`src/rtl/jtag_dbg_regbank.sv`:
```
// Addressable bank of debug control/status registers behind a single JTAG DEBUG data register.
// Optional macro DBG_REGBANK_AUTOINC_EN enables address auto-increment and all-ones burst access.
module jtag_dbg_regbank #(
  parameter int unsigned NUM_CTRL = 4,
  parameter int unsigned NUM_STAT = 4,
  parameter int unsigned DATA_W   = 32,
  parameter int unsigned ADDR_W   = 4
) (
  input  logic                         tck_i,
  input  logic                         trst_n_i,
  input  logic                         capture_dr_i,
  input  logic                         shift_dr_i,
  input  logic                         update_dr_i,
  input  logic                         select_i,
  input  logic                         tdi_i,
  output logic                         tdo_o,
  input  logic [NUM_STAT*DATA_W-1:0]   stat_i,
  output logic [NUM_CTRL*DATA_W-1:0]   ctrl_o,
  output logic                         wr_valid_o,
  output logic [ADDR_W-1:0]            wr_addr_o,
  input  logic                         wr_ready_i
);

  localparam int unsigned DR_LEN   = DATA_W + ADDR_W + 2;
  localparam int unsigned NUM_REGS = NUM_CTRL + NUM_STAT;

  localparam logic [1:0] OpNop    = 2'b00;
  localparam logic [1:0] OpRead   = 2'b01;
  localparam logic [1:0] OpWrite  = 2'b10;
  localparam logic [1:0] OpClrErr = 2'b11;

  typedef enum logic {StIdle, StWrPend} wr_state_e;

  wr_state_e          state_q, state_d;
  logic [DR_LEN-1:0]  shift_q, shift_d;
  logic [DATA_W-1:0]  rd_q, rd_d;
  logic [ADDR_W-1:0]  last_addr_q, last_addr_d;
  logic [ADDR_W-1:0]  wr_addr_q, wr_addr_d;
  logic               err_q, err_d;
  logic               ovr_q, ovr_d;
  logic [DATA_W-1:0]  ctrl_q [NUM_CTRL];
  logic [DATA_W-1:0]  ctrl_d [NUM_CTRL];

  logic [DATA_W-1:0]  upd_data;
  logic [ADDR_W-1:0]  upd_addr;
  logic [1:0]         upd_op;
  logic [ADDR_W-1:0]  tgt_addr;
  logic [ADDR_W-1:0]  ok_last_addr;
  logic [31:0]        tgt_idx;
  logic               tgt_is_ctrl;
  logic               tgt_is_valid;
  logic [DATA_W-1:0]  rd_sel;

  assign upd_data = shift_q[DATA_W-1:0];
  assign upd_addr = shift_q[DATA_W +: ADDR_W];
  assign upd_op   = shift_q[DR_LEN-1 -: 2];

`ifdef DBG_REGBANK_AUTOINC_EN
  // All-ones address field means "continue from where the last access left off".
  assign tgt_addr = (upd_addr == {ADDR_W{1'b1}}) ? last_addr_q : upd_addr;
  assign ok_last_addr = (tgt_idx == NUM_REGS - 1) ? '0 : tgt_addr + ADDR_W'(1);
`else
  assign tgt_addr     = upd_addr;
  assign ok_last_addr = upd_addr;
`endif

  assign tgt_idx      = 32'(tgt_addr);
  assign tgt_is_ctrl  = tgt_idx < NUM_CTRL;
  assign tgt_is_valid = tgt_idx < NUM_REGS;

  always_comb begin
    rd_sel = '0;
    for (int unsigned k = 0; k < NUM_CTRL; k++) begin
      if (tgt_idx == k) rd_sel = ctrl_q[k];
    end
    for (int unsigned k = 0; k < NUM_STAT; k++) begin
      if (tgt_idx == NUM_CTRL + k) rd_sel = stat_i[k*DATA_W +: DATA_W];
    end
  end

  always_comb begin
    state_d     = state_q;
    shift_d     = shift_q;
    rd_d        = rd_q;
    last_addr_d = last_addr_q;
    wr_addr_d   = wr_addr_q;
    err_d       = err_q;
    ovr_d       = ovr_q;
    ctrl_d      = ctrl_q;

    // Handshake completes independently of select_i.
    if (state_q == StWrPend && wr_ready_i) state_d = StIdle;

    if (select_i) begin
      if (capture_dr_i) begin
        shift_d = {err_q | ovr_q, state_q == StWrPend, last_addr_q, rd_q};
      end else if (shift_dr_i) begin
        shift_d = {tdi_i, shift_q[DR_LEN-1:1]};
      end else if (update_dr_i) begin
        if (upd_op != OpNop) last_addr_d = tgt_addr;
        unique case (upd_op)
          OpRead: begin
            if (tgt_is_valid) begin
              rd_d        = rd_sel;
              last_addr_d = ok_last_addr;
            end else begin
              rd_d  = '0;
              err_d = 1'b1;
            end
          end
          OpWrite: begin
            if (!tgt_is_ctrl) begin
              err_d = 1'b1;
            end else if (state_q == StWrPend) begin
              // Still pending even if the ready edge coincides: drop and flag overrun.
              ovr_d = 1'b1;
            end else begin
              for (int unsigned k = 0; k < NUM_CTRL; k++) begin
                if (tgt_idx == k) ctrl_d[k] = upd_data;
              end
              wr_addr_d   = tgt_addr;
              state_d     = StWrPend;
              last_addr_d = ok_last_addr;
            end
          end
          OpClrErr: begin
            err_d = 1'b0;
            ovr_d = 1'b0;
          end
          default: ;
        endcase
      end
    end
  end

  always_ff @(posedge tck_i or negedge trst_n_i) begin
    if (!trst_n_i) begin
      state_q     <= StIdle;
      shift_q     <= '0;
      rd_q        <= '0;
      last_addr_q <= '0;
      wr_addr_q   <= '0;
      err_q       <= 1'b0;
      ovr_q       <= 1'b0;
      ctrl_q      <= '{default: '0};
    end else begin
      state_q     <= state_d;
      shift_q     <= shift_d;
      rd_q        <= rd_d;
      last_addr_q <= last_addr_d;
      wr_addr_q   <= wr_addr_d;
      err_q       <= err_d;
      ovr_q       <= ovr_d;
      ctrl_q      <= ctrl_d;
    end
  end

  for (genvar k = 0; k < NUM_CTRL; k++) begin : g_ctrl_out
    assign ctrl_o[k*DATA_W +: DATA_W] = ctrl_q[k];
  end

  assign tdo_o      = select_i & shift_q[0];
  assign wr_valid_o = (state_q == StWrPend);
  assign wr_addr_o  = wr_addr_q;

endmodule
```
`config.mk`:
```
export PLATFORM = sky130hd
export DESIGN_NAME = jtag_dbg_regbank
export DESIGN_NICKNAME = d
export VERILOG_FILES = /design/src/rtl/jtag_dbg_regbank.sv
export SDC_FILE = /design/constraint.sdc
export NUM_CORES = 1
export LEC_CHECK = 0
export CORE_UTILIZATION = 50
export CTS_CLUSTER_DIAMETER = 120
export CTS_CLUSTER_SIZE = 8
export DETAILED_ROUTE_END_ITERATION = 10
export GPL_ROUTABILITY_DRIVEN = 0
export HOLD_SLACK_MARGIN = 0.02
export PLACE_DENSITY = 0.81
export SYNTH_ARGS = -nofsm -noshare
export SYNTH_HDL_FRONTEND = slang
export SYNTH_SLANG_ARGS = --single-unit
```
`constraint.sdc`:
```
create_clock -name tck_i -period 3 [get_ports tck_i]
set_input_delay 0.45 -clock tck_i [delete_from_list [all_inputs] [get_ports tck_i]]
set_output_delay 0.45 -clock tck_i [all_outputs]
set_load 0.02 [all_outputs]
```
# --- Yosys cells after proc, flatten, opt, wreduce, memory -nomap -nowiden ---
# Index checks and enable logic that the tools add are counted.
totals:
  register_bits: 209
  out_inout_bits: 134
  wordCells: 78
op_classes:
  order_cmp: 2
  n_eq_ne: 14
  n_mux: 30
  n_bitwise: 5
  n_reduce_logical: 16
ops:
  columns: ["cell", "n"]
  rows:
  - ["$mux 32", 9]
  - ["$mux 38", 2]
  - ["$logic_not 32->1", 1]
  - ["$reduce_and 8->1", 4]
  - ["$reduce_and 7->1", 3]
  - ["$eq 4x3->1 const B", 4]
  - ["$mux 4", 4]
  - ["$mux 1", 12]
  - ["$eq 4x2->1 const B", 2]
  - ["$ne 2x2->1 const B", 4]
  - ["$pmux 4 s2", 1]
  - ["$reduce_bool 2->1", 3]
  - ["$reduce_and 5->1", 1]
  - ["$eq 2x2->1 const B", 2]
  - ["$eq 4x1->1 const B", 1]
  - ["$lt 4x3->1 const B", 1]
  - ["$lt 4x4->1 const B", 1]
  - ["$reduce_and 4->1", 1]
  - ["$not 1->1", 3]
  - ["$pmux 1 s3", 1]
  - ["$reduce_bool 3->1", 1]
  - ["$eq 2x1->1 const B", 1]
  - ["$pmux 1 s2", 1]
  - ["$reduce_and 2->1", 1]
  - ["3 further kinds", 3]

# --- Depth between registers and ports, before layout ---
logic_depth:
  word_depth: 10
  mapped_depth: 8

# --- Worst setup path after synthesis ---
# OpenSTA, ideal clock, no wires.
synth_path:
  path_type: "register to register"
  startpoint: "register shift_q[36]"
  endpoint: "register ctrl_q, in the netlist ctrl_o[33]"
  arrival_time_ns: 2.366
  required_time_ns: 2.875
  slack_ns: 0.510
  path_stages_with_launch: 9
  path_buffers: 2
  period_less_slack_ns: 2.490
  path_cell_list: "dfrtp_1 -> inv_1 -> ha_1 -> or3b_4 -> or3_1 -> buf_2 -> nor3b_4 -> buf_6 -> mux2_2"
synth_between:
  elab_chain_cells: 2
synth_lines:
  columns: ["element", "line_no", "rtl"]
  rows:
  - ["start: declaration", "35", "logic [DR_LEN-1:0] shift_q, shift_d;"]
  - ["start signal: assignment", "148", "shift_q <= shift_d;"]
  - ["$eq 2x2->1", "101", "unique case (upd_op)"]
  - ["$reduce_and 8->1 (no source line)", null, null]
  - ["end signal: assignment", "154", "ctrl_q <= ctrl_d;"]
  - ["end: declaration", "41", "logic [DATA_W-1:0] ctrl_q [NUM_CTRL];"]
# Every way passes these cells.
# A chain may end at the register's enable or synchronous reset.

# --- Worst setup path after layout ---
layout_path:
  startpoint: "register shift_q[36]"
  endpoint: "register ctrl_q, in the netlist ctrl_o[50]"
# The elaborated chain is that of the path after synthesis.

==> results.ini <==
[status]
status = complete, no violations

[clocking]
cts_buffers = 30
cts.path.max_buffers = 3
htree_levels = 1
postCtsSetupBuffers = 0
clock_latency_ns = 0.53
cts.clk_slew.worst_paths_ns = 0.05
cts_sinks = 209
cts-root-buf = clkbuf_16
cts_tree = yes

[critical_path]
crit_type = reg2reg
cp-start-kind = flip-flop
cp_top_family = simple AND/OR/NAND/NOR gates
worst-endpoint-arrival_ns = 3.15
crit_path_top_delay_cell = or3_1
endpoint_kind = flip-flop
crit_buf_inv = 2
path_max_fanout = 21
crit_chain = inv_1, ha_1, or3b_4, or3_1, nor3b_4, buf_4, mux2_2
critical-path-max-stage-delay_ns = 0.52
cp.required_ns = 3.40

[synth]
yosysUniqueCellTypes = 46
synth_top_family_by_area = multiplexers
synthTopCellsByArea = dfrtp_1 (49%), mux2_2 (13%), mux2i_1 (6.5%)
synthArstFlopShare_pct = 100
synth-seq-cells = 209
yosysSeqAreaShare_pct = 49.4
syn_nets = 1101
yosys.area.top_type = dfrtp_1
synth_top_area_share_pct = 49.4
ys_warn_count = 0
avgSynthCellArea_um2 = 11.0
synth_fa_ha_area_share_pct = 0.472
synth-compound-area-share_pct = 17.8
synth_xor_area_share_pct = 0
synthMuxAreaShare_pct = 20.4
syn-cell-area_um2 = 10600
ys.flop_type = dfrtp_1
synth-edff-count = 0
yosys.area_share.simple_pct = 8.10
syn_inst = 961

[cells_and_area]
drive_gt1_share_pct = 17.2
layout_commonest_cell = clkdlybuf4s50_1
areaGrowthSynthToFinish_pct = 36.7
mostFrequentLayoutCells = clkdlybuf4s50_1 (267), dfrtp_1 (206), mux2_2 (120), nand2_1 (112), o21ai_0 (110)
nets = 1356
postLayoutCoreUtil_pct = 70.6

[global_route]
track_usage_pct = 31.4
antenna_found_initial = 1
grt_first_pass_wirelength_um = 53100
overflow = 0
grt_pass1_vias = 9429
grt_max_degree = 91

[flow_run]
cap_violations = 0

[routing]
first_pass_iters = 7
drtIter0Drc = 661
vias = 9261
drc = 0
ant_nets = 0
drt-wirelength-per-cell_um = 22.8
vias_per_cell = 6.22
wl_um = 34000

[floorplanning]
num_rows = 52
fp.dieH_um = 148
die_w_um = 148
die_area_um2 = 21800
floorplan.initialDensity_pct = 51.7
io_pins = 270
fp.coreArea_um2 = 20500

[sta]
slew_headroom_pct = 39.8
clock_skew_ns = 0.0154
max_freq_ghz = 0.364
setup_tns_ns = 0
rsz0062_at_grt = no
tightestPinTransition_ns = 0.903
final_max_slew_viol_count = 0
final_min_period_over_clock_period_pct = 91.6
fin_crit_ns = 2.75
setup_viol = 0
hold_viol = 0

[place]
dp_hpwl_um = 21800
portBuffers = 269

[pwr]
power_density_nw_per_um2 = 483
peakVddDrop_v = 0.000453
p_leak_nw = 6.27

[min_path]
min_path_type = reg2reg

## worst min-delay path, delay by kind of cell, from the launching register on
family,cells,cell delay (ns)
flip-flops,1,0.34
AND/OR/NAND/NOR,2,0.10
## power breakdown
| group | total [mW] | switching (mW) | internal (mW) |
|---|---|---|---|
| Clock | 2.94 | 1.13 | 1.80 |
| Sequential | 3.04 | 0.128 | 2.91 |
| Combinational | 1.02 | 0.554 | 0.461 |
## worst paths after layout
kind	start	to	cells past startpoint	slack (ns)
setup / recovery	shift_q[36]	ctrl_o[50]	7	0.25
hold / removal	wr_addr_o[1]	wr_addr_o[1]	2	0.47
setup reg to reg	shift_q[36]	ctrl_o[50]	7	0.25
hold reg to reg	wr_addr_o[1]	wr_addr_o[1]	2	0.47
max in group asynchronous	trst_n_i	rd_q[1]	3	1.62
min in group asynchronous	trst_n_i	rd_q[24]	2	0.51
## final cells by class
class / instances / area (um2)
antenna: 1 / 2.50
timing repair buffer: 309 / 3070
sequential: 209 / 5240
tap: 270 / 338
clock buffer: 34 / 787
clock inverter: 1 / 8.76
inverter: 8 / 30.0
fill: 1495 / 6020
multi-input combinational: 658 / 5000
## per-layer routing
| layer | vias to the layer above | part of all wire [%] | global-route usage [%] |
|---|---|---|---|
| li1 | 4062 | - | - |
| met1 | 4619 | 41 | 41.9 |
| met2 | 512 | 48 | 51.9 |
| met3 | 68 | 8.4 | 5.09 |
| met4 | 0 | 2.8 | 11.2 |
| met5 | - | 0 | 0 |
## cell families after synthesis
| family | Yosys count |
|---|---|
| buf+inv | 94 |
| fa+ha+maj | 4 |
| compound gates | 284 |
| simple gates | 171 |
| mux | 199 |
| flops | 209 |
## flip-flops by register name (all words and copies together), names as in the netlist
signal / flops
err_q: 1
wr_addr_o: 4
ctrl_o: 128
rd_q: 32
shift_q: 38
last_addr_q: 4
wr_valid_o: 1
ovr_q: 1
## Yosys cell counts (6+ instances only)
master	number
a221o_1	60
nand2_1	112
a31oi_1	31
mux2i_1	69
clkbuf_1	63
dfrtp_1	209
buf_2	6
o21ai_0	111
mux2_1	9
a21oi_1	36
buf_1	10
o21bai_1	30
nand3b_1	30
inv_1	7
mux2_2	120
## what timing repair did
| item | 4_1_cts | 5_1_grt |
|---|---|---|
| hold buffers | 1 | 0 |
| resized for setup | 0 | 0 |
| hold endpoints to repair | 66 | 0 |
## through the flow
stage               std cells  instance area [um2]  setup WS [ns]  hold WS [ns]  total power, mW
CTS                      1489                14500          0.245         0.468             7.02
floorplan                 961                10600          0.510         0.154             3.57
global placement         1453                13700          0.265         0.455             4.05
finish                   1490                14500          0.252         0.466             6.99
detailed placement       1453                13700          0.214         0.457             4.08
global route             1490                14500          0.108         0.505             7.22
No activity file was read; power rests on OpenSTA's default activity.
